<file path="src/rtl/urv_mult_serial_pkg.sv">
// Shared constants and small decode helpers for the serial RV32M multiplier.
package urv_mult_serial_pkg;

  // funct3 encodings of the RV32M multiply group
  localparam logic [2:0] FUNC_MUL    = 3'b000;
  localparam logic [2:0] FUNC_MULH   = 3'b001;
  localparam logic [2:0] FUNC_MULHSU = 3'b010;
  localparam logic [2:0] FUNC_MULHU  = 3'b011;

  localparam int STATE_W = 3;

  // rs1 is treated as signed for MUL, MULH and MULHSU
  function automatic logic op_a_signed(input logic [2:0] fun);
    return (fun == FUNC_MUL) || (fun == FUNC_MULH) || (fun == FUNC_MULHSU);
  endfunction

  // rs2 is treated as signed for MUL and MULH only
  function automatic logic op_b_signed(input logic [2:0] fun);
    return (fun == FUNC_MUL) || (fun == FUNC_MULH);
  endfunction

endpackage

</file>
<file path="src/rtl/urv_mult_serial_if.sv">
// Decode/execute bus between the pipeline and the serial multiplier.
//
// Handshake: a request is d_valid_i && d_is_multiply_i. The unit accepts it
// only from IDLE and only when x_kill_i is low. x_stall_req_o stays high while
// a request is pending or in flight and drops in the one cycle x_rd_o carries
// the finished result (DONE). x_stall_i keeps the unit in DONE with x_rd_o
// frozen; x_kill_i aborts an in-flight operation but never a finished one.
interface urv_mult_serial_if;
  import urv_mult_serial_pkg::*;

  logic                 x_stall_i;
  logic                 x_kill_i;
  logic                 x_stall_req_o;
  logic                 d_valid_i;
  logic                 d_is_multiply_i;
  logic [31:0]          d_rs1_i;
  logic [31:0]          d_rs2_i;
  logic [2:0]           d_fun_i;
  logic [31:0]          x_rd_o;
  logic [STATE_W-1:0]   dbg_state;

  modport master (
    output x_stall_i, x_kill_i, d_valid_i, d_is_multiply_i,
           d_rs1_i, d_rs2_i, d_fun_i,
    input  x_stall_req_o, x_rd_o, dbg_state
  );

  modport slave (
    input  x_stall_i, x_kill_i, d_valid_i, d_is_multiply_i,
           d_rs1_i, d_rs2_i, d_fun_i,
    output x_stall_req_o, x_rd_o, dbg_state
  );
endinterface

</file>
<file path="src/rtl/urv_cond_negate.sv">
// Width-parameterised conditional two's-complement: q = neg ? -d : d.
module urv_cond_negate #(
  parameter int W = 32
) (
  input  logic [W-1:0] d,
  input  logic         neg,
  output logic [W-1:0] q
);

  // 0x80..0 maps onto itself, which callers read as the unsigned magnitude
  assign q = neg ? (~d + {{(W-1){1'b0}}, 1'b1}) : d;

endmodule

</file>
<file path="src/rtl/urv_mult_serial.sv">
// Iterative radix-2 shift-add multiplier for RV32M MUL/MULH/MULHSU/MULHU.
// Operands are reduced to magnitudes, multiplied unsigned over 32 cycles and
// the 64-bit product is negated back when exactly one operand was negative.
module urv_mult_serial (
  input  logic              clk_i,
  input  logic              rst_i,
  urv_mult_serial_if.slave  bus
);
  import urv_mult_serial_pkg::*;

  localparam logic [STATE_W-1:0] ST_IDLE = 3'd0;
  localparam logic [STATE_W-1:0] ST_ABS  = 3'd1;
  localparam logic [STATE_W-1:0] ST_ITER = 3'd2;
  localparam logic [STATE_W-1:0] ST_NEG  = 3'd3;
  localparam logic [STATE_W-1:0] ST_DONE = 3'd4;

  logic [STATE_W-1:0] state;
  logic [STATE_W-1:0] state_nxt;

  logic [31:0] a;
  logic [63:0] p;
  logic [4:0]  cnt;
  logic        a_sgn;
  logic        b_sgn;
  logic        hi_sel;
  logic        neg;
  logic [31:0] x_rd;

  logic        start;
  logic        stall_req;
  logic        abs_en;
  logic        iter_en;
  logic        neg_en;

  logic [31:0] a_abs;
  logic [31:0] b_abs;
  logic [63:0] p_signed;
  logic [32:0] sum;

  assign start = bus.d_valid_i && bus.d_is_multiply_i && !bus.x_kill_i && (state == ST_IDLE);

  // During the load the raw rs2 sits in p[31:0]; ABS turns it into |rs2|
  urv_cond_negate #(.W(32)) u_abs_a (.d(a),        .neg(a_sgn), .q(a_abs));
  urv_cond_negate #(.W(32)) u_abs_b (.d(p[31:0]),  .neg(b_sgn), .q(b_abs));
  urv_cond_negate #(.W(64)) u_neg_p (.d(p),        .neg(neg),   .q(p_signed));

  // Single accumulator adder; its carry becomes the new p[63]
  assign sum = {1'b0, p[63:32]} + (p[0] ? {1'b0, a} : 33'd0);

  // State register
  always_ff @(posedge clk_i) begin
    if (rst_i) state <= ST_IDLE;
    else       state <= state_nxt;
  end

  // Next-state logic: kill aborts any in-flight step but not a finished result
  always_comb begin
    state_nxt = state;
    case (state)
      ST_IDLE: if (start) state_nxt = ST_ABS;
      ST_ABS:  state_nxt = bus.x_kill_i ? ST_IDLE : ST_ITER;
      ST_ITER: begin
        if (bus.x_kill_i)      state_nxt = ST_IDLE;
        else if (cnt == 5'd31) state_nxt = ST_NEG;
      end
      ST_NEG:  state_nxt = bus.x_kill_i ? ST_IDLE : ST_DONE;
      ST_DONE: state_nxt = bus.x_stall_i ? ST_DONE : ST_IDLE;
      default: state_nxt = ST_IDLE;
    endcase
  end

  // Output/control decode from the current state
  always_comb begin
    stall_req = bus.d_valid_i && bus.d_is_multiply_i && (state != ST_DONE);
    abs_en    = (state == ST_ABS)  && !bus.x_kill_i;
    iter_en   = (state == ST_ITER) && !bus.x_kill_i;
    neg_en    = (state == ST_NEG)  && !bus.x_kill_i;
  end

  // Datapath: operand capture, magnitude step, shift-add and result select
  always_ff @(posedge clk_i) begin
    if (rst_i) begin
      a      <= 32'h0;
      p      <= 64'h0;
      cnt    <= 5'd0;
      a_sgn  <= 1'b0;
      b_sgn  <= 1'b0;
      hi_sel <= 1'b0;
      neg    <= 1'b0;
      x_rd   <= 32'h0;
    end else if (start) begin
      a      <= bus.d_rs1_i;
      p      <= {32'h0, bus.d_rs2_i};
      hi_sel <= (bus.d_fun_i != FUNC_MUL);
      a_sgn  <= op_a_signed(bus.d_fun_i) && bus.d_rs1_i[31];
      b_sgn  <= op_b_signed(bus.d_fun_i) && bus.d_rs2_i[31];
    end else if (abs_en) begin
      a   <= a_abs;
      p   <= {32'h0, b_abs};
      neg <= a_sgn ^ b_sgn;
      cnt <= 5'd0;
    end else if (iter_en) begin
      p   <= {sum, p[31:1]};
      cnt <= cnt + 5'd1;
    end else if (neg_en) begin
      x_rd <= hi_sel ? p_signed[63:32] : p_signed[31:0];
    end
  end

  assign bus.x_stall_req_o = stall_req;
  assign bus.x_rd_o        = x_rd;
  assign bus.dbg_state     = state;

endmodule
</file>
<file path="src/flat_wrapper.sv">
// flat-port wrapper written by rule: the top's interface ports become plain ports
module urv_mult_serial_flat import urv_mult_serial_pkg::*;
  (clk_i, rst_i, bus_x_stall_i, bus_x_kill_i, bus_d_valid_i, bus_d_is_multiply_i, bus_d_rs1_i, bus_d_rs2_i, bus_d_fun_i, bus_x_stall_req_o, bus_x_rd_o, bus_dbg_state);
  urv_mult_serial_if bus_i ();
  input  logic clk_i;
  input  logic rst_i;
  input wire logic [$bits(bus_i.x_stall_i)-1:0] bus_x_stall_i;
  input wire logic [$bits(bus_i.x_kill_i)-1:0] bus_x_kill_i;
  input wire logic [$bits(bus_i.d_valid_i)-1:0] bus_d_valid_i;
  input wire logic [$bits(bus_i.d_is_multiply_i)-1:0] bus_d_is_multiply_i;
  input wire logic [$bits(bus_i.d_rs1_i)-1:0] bus_d_rs1_i;
  input wire logic [$bits(bus_i.d_rs2_i)-1:0] bus_d_rs2_i;
  input wire logic [$bits(bus_i.d_fun_i)-1:0] bus_d_fun_i;
  output wire logic [$bits(bus_i.x_stall_req_o)-1:0] bus_x_stall_req_o;
  output wire logic [$bits(bus_i.x_rd_o)-1:0] bus_x_rd_o;
  output wire logic [$bits(bus_i.dbg_state)-1:0] bus_dbg_state;
  assign bus_i.x_stall_i = bus_x_stall_i;
  assign bus_i.x_kill_i = bus_x_kill_i;
  assign bus_i.d_valid_i = bus_d_valid_i;
  assign bus_i.d_is_multiply_i = bus_d_is_multiply_i;
  assign bus_i.d_rs1_i = bus_d_rs1_i;
  assign bus_i.d_rs2_i = bus_d_rs2_i;
  assign bus_i.d_fun_i = bus_d_fun_i;
  assign bus_x_stall_req_o = bus_i.x_stall_req_o;
  assign bus_x_rd_o = bus_i.x_rd_o;
  assign bus_dbg_state = bus_i.dbg_state;
  urv_mult_serial u_core (.clk_i(clk_i), .rst_i(rst_i), .bus(bus_i));
endmodule
</file>
<file path="config.mk">
export PLATFORM = sky130hd
export DESIGN_NAME = urv_mult_serial_flat
export DESIGN_NICKNAME = d
export VERILOG_FILES = /design/src/rtl/urv_mult_serial_pkg.sv /design/src/rtl/urv_mult_serial_if.sv /design/src/rtl/urv_cond_negate.sv /design/src/rtl/urv_mult_serial.sv /design/src/flat_wrapper.sv
export SDC_FILE = /design/constraint.sdc
export NUM_CORES = 1
export LEC_CHECK = 0
export ABC_AREA = 1
export CAP_MARGIN = 20
export CORE_ASPECT_RATIO = 1.2
export CORE_MARGIN = 2
export CORE_UTILIZATION = 53
export CTS_CLUSTER_SIZE = 12
export DETAILED_ROUTE_END_ITERATION = 7
export GPL_ROUTABILITY_DRIVEN = 0
export PLACE_DENSITY = 0.74
export SYNTH_ARGS = -nofsm -noshare
export SYNTH_HDL_FRONTEND = slang
export SYNTH_SLANG_ARGS = --single-unit
export TNS_END_PERCENT = 50
</file>
<file path="constraint.sdc">
create_clock -name clk_i -period 2.46 [get_ports clk_i]
set_input_delay 0.369 -clock clk_i [delete_from_list [all_inputs] [get_ports clk_i]]
set_output_delay 0.369 -clock clk_i [all_outputs]
set_load 0.05 [all_outputs]
</file>
# [Word-level counts from Yosys, hierarchy flattened]
# Index checks and enable logic that the tools add are counted.
[classes] addsub=5 n_mul=0 div_mod_pow=0 magnitude_cmp=0 n_eq_ne=11 shift=0 mux=19 bitwise=7 reduce_logical=26
[ops] cell="32-bit 2-to-1 mux" count=9
[ops] cell="32-bit by 1-bit adder with 32-bit output, second input constant" count=2
[ops] cell="64-bit by 1-bit adder with 64-bit output, second input constant" count=1
[ops] cell="64-bit 2-to-1 mux" count=1
[ops] cell="32-bit NOT" count=2
[ops] cell="64-bit NOT" count=1
[ops] cell="32-bit by 32-bit adder with 33-bit output" count=1
[ops] cell="3-bit 2-to-1 mux" count=5
[ops] cell="3-bit one-hot mux with 5 select lines" count=1
[ops] cell="5-bit 2-to-1 mux" count=2
[ops] cell="2-bit AND reduction" count=5
[ops] cell="3-bit by 2-bit == test with 1-bit output, second input constant" count=3
[ops] cell="1-bit logical AND" count=9
[ops] cell="3-bit by 1-bit == test with 1-bit output, second input constant" count=2
[ops] cell="3-bit zero test" count=2
[ops] cell="2-bit nonzero test" count=3
[ops] cell="3-bit nonzero test" count=2
[ops] cell="5-bit by 1-bit adder with 5-bit output, second input constant" count=1
[ops] cell="5-bit == test, second input constant" count=1
[ops] cell="4-bit AND reduction" count=1
[ops] cell="3-bit == test, second input constant" count=1
[ops] cell="3-bit by 1-bit != test with 1-bit output, second input constant" count=1
[ops] cell="3-bit by 2-bit != test with 1-bit output, second input constant" count=1
[ops] cell="3-bit != test, second input constant" count=1
[ops] cell="other kinds (7)" count=10
[word_totals] reg_bits=140 latchBits=0 ram_bits=0 mem_bits_ro=0 input_bits=73 output_inout_bits=36 elab_cells=78 mem_count=0

# [Depth between registers and ports, before layout]
# Gate-level depths: netlist of run 1.
[logic_depth] ltp_word=5 mapped_depth=19 depth_no_buf=17

# [Modules after synthesis]
# From an unflattened synthesis of run 1, not the netlist that was laid out.
[unflattened] cells_unflattened=2368 area_unflattened_um2=13420.4
[modules_own_cells] module="urv_mult_serial" instances=1 cells_each=1416 area_per_inst_um2=8737.1 seq_area_each_um2=2802.7
[modules_own_cells] module="urv_cond_negate (u_core.u_neg_p)" instances=1 cells_each=498 area_per_inst_um2=2466.1 seq_area_each_um2=0.0
[modules_own_cells] module="urv_cond_negate (u_core.u_abs_a ...)" instances=2 cells_each=227 area_per_inst_um2=1108.6 seq_area_each_um2=0.0

# [Worst setup path before layout of run 1]
# OpenSTA, ideal clock, no wires.
[synth_path] path_kind="flip-flop to output port" from="reg u_core.state[1] (netlist: u_core.bus.dbg_state[1])" to="out bus_x_stall_req_o" t_arrival_ns=2.117 required_time_ns=2.091 slack_ns=-0.026 stages_incl_launch_ff=3 n_path_buf=0 cell_sequence="dfxtp_1 -> inv_2 -> a311oi_1"
[synth_between] elab_chain_len=2
[synth_rtl] element="start: declaration" line="urv_mult_serial.sv:17" text="logic [STATE_W-1:0] state;"
[synth_rtl] element="start signal: assignment" line="urv_mult_serial.sv:53" text="else state <= state_nxt;"
[synth_rtl] element="3-bit != test" line="urv_mult_serial.sv:74" text="stall_req = bus.d_valid_i && bus.d_is_multiply_i && (state != ST_DONE);"
[synth_rtl] element="1-bit logical AND" line="urv_mult_serial.sv:74"
[synth_rtl] element="end: declaration" line="flat_wrapper.sv:14" text="output wire logic [$bits(bus_i.x_stall_req_o)-1:0] bus_x_stall_req_o;"
# No other way between the ends.

# [Worst setup path after layout of run 1]
[layout_path] from="reg u_core.p[0]" to="reg u_core.p[58]"
[layout_between] elab_chain_len=2
[layout_rtl] element="start: declaration" line="urv_mult_serial.sv:21" text="logic [63:0] p;"
[layout_rtl] element="start signal: assignment" line="urv_mult_serial.sv:93" text="p <= {32'h0, bus.d_rs2_i};"
[layout_rtl] element="start signal: assignment" line="urv_mult_serial.sv:99" text="p <= {32'h0, b_abs};"
[layout_rtl] element="start signal: assignment" line="urv_mult_serial.sv:103" text="p <= {sum, p[31:1]};"
[layout_rtl] element="32-bit 2-to-1 mux" line="urv_mult_serial.sv:48" text="assign sum = {1'b0, p[63:32]} + (p[0] ? {1'b0, a} : 33'd0);"
[layout_rtl] element="32-bit by 32-bit adder with 33-bit output" line="urv_mult_serial.sv:48"
# No other way between the ends.
# A chain may end at the register's enable or synchronous reset.

==> results.txt, run 1 <==
----------------------------------------------------
[Pwr]
  Total leakage power ... 6.381 nW
  Max IR drop VDD ... 0.4696 mV
  Power density cells ... 546.8 mW/mm²

[Min path]
  Hold Crit Class ... reg2reg

[Placed design]
  Half-perimeter wire length after placement ... 31480 µm
  Placed Area ... 0.01282 mm²
  Count of port buffers added during placement ... 108
  Placement Setup Slack ... 0.08310 ns

[Routing]
  Post-route DRC ... 4
  Post-detailed-route count of antenna-violating nets ... 0
  Detailed-route via count ... 13.14k
  Drt wl/cell ... 17.61 µm
  Number of iterations in the first detailed-routing pass ... 8
  Routed wire length ... 40140 µm
  Via density ... 5.765
  Number of DRC markers after the initial detailed-route iteration ... 1080

[STA]
  F_max ... 420.0 MHz
  Post-route minimum period ... 2.381 ns
  Number of failing hold endpoints at the final stage ... 0
  Portion of the clock cycle consumed by the worst path in the final layout ... 0.9678
  Slew of the pin with the lowest slew margin ... 0.6599 ns
  Fin Clk Skew ... 0.01262 ns
  Worst Hold Margin ... 0.4644 ns
  # setup viols final ... 0
  Final number of max-transition violations ... 0
  RSZ-0062 raised after global routing ... yes
  Worst max-slew margin expressed relative to the limit ... 0.5601
  Worst setup slack after layout ... 0.07932 ns

[Status]
  Status ... finished, violations left
  Violated checks ... design-rule violations

[Setup path]
  Required time worst endpoint ... 2.80 ns
  Worst Path Class, Setup ... reg2reg
  Largest fanout on the critical path ... 29
  Cell with the largest stage delay on the worst path ... dfxtp_2
  Critical Path Max Stage Delay ... 0.39 ns
  CP most frequent cell ... nand2_1
  Cell chain of the critical path ... buf_12, nand2_1, inv_1, ha_1, a21oi_1, o21ai_0, a21oi_1, o21a_1, nand2_1, nand2_1, nand3_1, nand2_1, inv_1
  Arrival time of the worst setup path ... 2.72 ns
  Worst Setup End Kind ... flop
  Worst setup SP type ... flop

[Die]
  Initial core utilization ... 0.5398
  Num ports ... 109
  Core Region ... 0.02090 mm²
  Width of the chip ... 137.2 µm
  Die boundary height ... 163.8 µm
  Site Rows ... 58
  Die footprint ... 0.02247 mm²

[GRT]
  Global route overflow ... 0
  Global-route wire length before repair ... 61980 µm
  Via count of the first global-routing pass ... 12.24k
  Total GRT Usage ... 0.3548
  Met2 Use GR ... 0.5972
  Fraction of met1 tracks used by global routing ... 0.4102
  Largest net degree at the start of global routing ... 65
  Number of antenna violations at the first check in global routing ... 0
  Global-route track usage on met3 ... 0.04537
  Most used routing layer in global routing ... met2

[Cells and area]
  Fraction of layout instances using a drive strength above 1 ... 0.07516
  Most frequent standard cell in the layout excluding fill and tap cells ... nand2_1
  Count of fill cells added during filler insertion ... 2020
  Growth of design area from synthesis to finish ... 19.38%
  Final-stage net count ... 2106
  Antenna diodes ... 0
  Cell area after layout ... 0.01347 mm²
  Leading cell types in the layout, fill and taps excluded ... nand2_1 (487), inv_1 (214), nor2_1 (212)

[Clock tree]
  TritonCTS clock tree ... built
  Clock Path Buffers ... 2
  Clock slew at the register clock pins of the worst setup and hold paths ... 0.06 ns
  Number of clock sinks ... 140
  Count of buffers added by post-CTS timing repair for setup ... 0
  Cell at the root of the clock tree ... clkbuf_16
  Clock latency reported for the late side of the worst-skew pair ... 0.44 ns
  CTS Buf Count ... 17
  Total number of H-tree levels ... 4

[Synthesis]
  Post-Syn Area ... 0.01128 mm²
  Total number of yosys warnings ... 0
  Most used flip-flop cell after synthesis ... dfxtp_1
  Share of flip-flops with an asynchronous set or reset ... 0
  Netlist cell types ... 53
  Mean cell area of the mapped netlist ... 5.940 µm²
  Register bit count reported by yosys ... 140
  EDFF count, synth ... 0
  Nets in the synthesized netlist ... 2009
  Seq/Total Area, Yosys ... 0.2484
  Instance count of the mapped netlist ... 1899

[Flow run]
  Number of max-capacitance violations reported ... 0

----------------------------------------------------
==> per-layer routing <==
layer / vias up / wire, µm
met5: - / 0
met4: 0 / 3111
met3: 159 / 2616
met2: 651 / 18930
met1: 5916 / 15480
li1: 6412 / -
==> state kept, by name (all words and copies together), names as in the netlist <==
| name | flops |
|---|---|
| u_core.p | 64 |
| u_core.neg | 1 |
| u_core.a | 32 |
| u_core.b_sgn | 1 |
| u_core.bus.x_rd_o | 32 |
| u_core.bus.dbg_state | 3 |
| u_core.hi_sel | 1 |
| u_core.cnt | 5 |
| u_core.a_sgn | 1 |
==> worst max-delay path: cells and delay by family, from the launching register on <==
| kind | cells | cell delay [ns] |
|---|---|---|
| AOI/OAI and AO/OA | 4 | 0.97 |
| buffers and inverters | 3 | 0.29 |
| and+or+nand+nor | 5 | 0.36 |
| adders and majority gates | 1 | 0.27 |
| DFF | 1 | 0.39 |
==> synthesized netlist by cell type, types with 4 or more instances <==
| cell type | number | area share |
|---|---|---|
| a21oi_1 | 186 | 0.083 |
| a221oi_1 | 8 | 0.0062 |
| a31oi_1 | 29 | 0.016 |
| a41oi_1 | 13 | 0.010 |
| buf_1 | 4 | 0.0013 |
| buf_2 | 26 | 0.012 |
| clkbuf_1 | 43 | 0.014 |
| dfxtp_1 | 140 | 0.25 |
| ha_1 | 36 | 0.040 |
| inv_1 | 214 | 0.071 |
| inv_2 | 8 | 0.0027 |
| nand2_1 | 489 | 0.16 |
| nand2_2 | 12 | 0.0067 |
| nand3_1 | 122 | 0.054 |
| nand3b_1 | 7 | 0.0047 |
| nand4_1 | 6 | 0.0033 |
| nor2_1 | 214 | 0.071 |
| nor2_2 | 11 | 0.0061 |
| nor2_4 | 6 | 0.0060 |
| nor3_1 | 24 | 0.011 |
| o211ai_1 | 5 | 0.0033 |
| o21a_1 | 4 | 0.0027 |
| o21ai_0 | 175 | 0.078 |
| o21ai_1 | 7 | 0.0031 |
| o21bai_1 | 14 | 0.0093 |
| or2_2 | 6 | 0.0033 |
| xnor2_1 | 6 | 0.0047 |
| xor2_1 | 46 | 0.036 |
==> power breakdown <==
| part | switching [mW] | total, mW | internal [mW] |
|---|---|---|---|
| clock network | 1.17 | 2.74 | 1.57 |
| registers | 0.139 | 2.49 | 2.35 |
| logic | 1.37 | 2.13 | 0.763 |
| total | 2.68 | 7.36 | 4.68 |
==> worst paths after layout <==
kind                               from  cells after the start               endpoint  slack [ns]
hold / removal    u_core.bus.x_rd_o[16]                      2  u_core.bus.x_rd_o[16]        0.46
setup reg to reg            u_core.p[0]                     13           u_core.p[58]        0.08
setup / recovery            u_core.p[0]                     13           u_core.p[58]        0.08
hold reg to reg   u_core.bus.x_rd_o[16]                      2  u_core.bus.x_rd_o[16]        0.46
==> logic make-up (layout without fill, tap and decap cells) <==
kind of cell    Yosys count  after routing  synth area share
xor+xnor                 52             52           0.04037
simple gates            914            914            0.3437
flops                   140            140            0.2484
compound gates          452            452            0.2186
buf+inv                 304            414            0.1071
fa+ha+maj                37             37           0.04170
==> cell type report <==
| type | instances | area, µm² | area share |
|---|---|---|---|
| well taps | 270 | 337.8 | 0.02509 |
| clock inverters | 14 | 177.7 | 0.01319 |
| flip-flops and latches | 140 | 2806 | 0.2084 |
| repair buffers | 157 | 1546 | 0.1148 |
| clock buffers | 18 | 439.2 | 0.03261 |
| inverters | 225 | 848.3 | 0.06299 |
| multi-input cells | 1455 | 7311 | 0.5429 |
==> per-stage QoR <==
step	setup TNS [ns]	power, mW	utilization	cells
floorplan	0	3.969	-	1899
CTS	0	7.319	0.6430	2279
detailed placement	0	4.618	0.6134	2247
global placement	0	4.593	0.6134	2247
finish	0	7.363	0.6443	2279
global route	-0.05825	7.684	0.6443	2279
==> timing repair <==
item	in CTS	in global routing
endpoints found under the setup margin	0	19
resized for setup	0	13
hold buffers	0	0
(Power assumes the default switching activity.)
==> inputs of run 2 (changes only) <==
Settings changed: SKIP_CTS_REPAIR_TIMING set to 1.
==> results of run 2 <==
Final layout, timing and power as in run 1 (identical DEF).
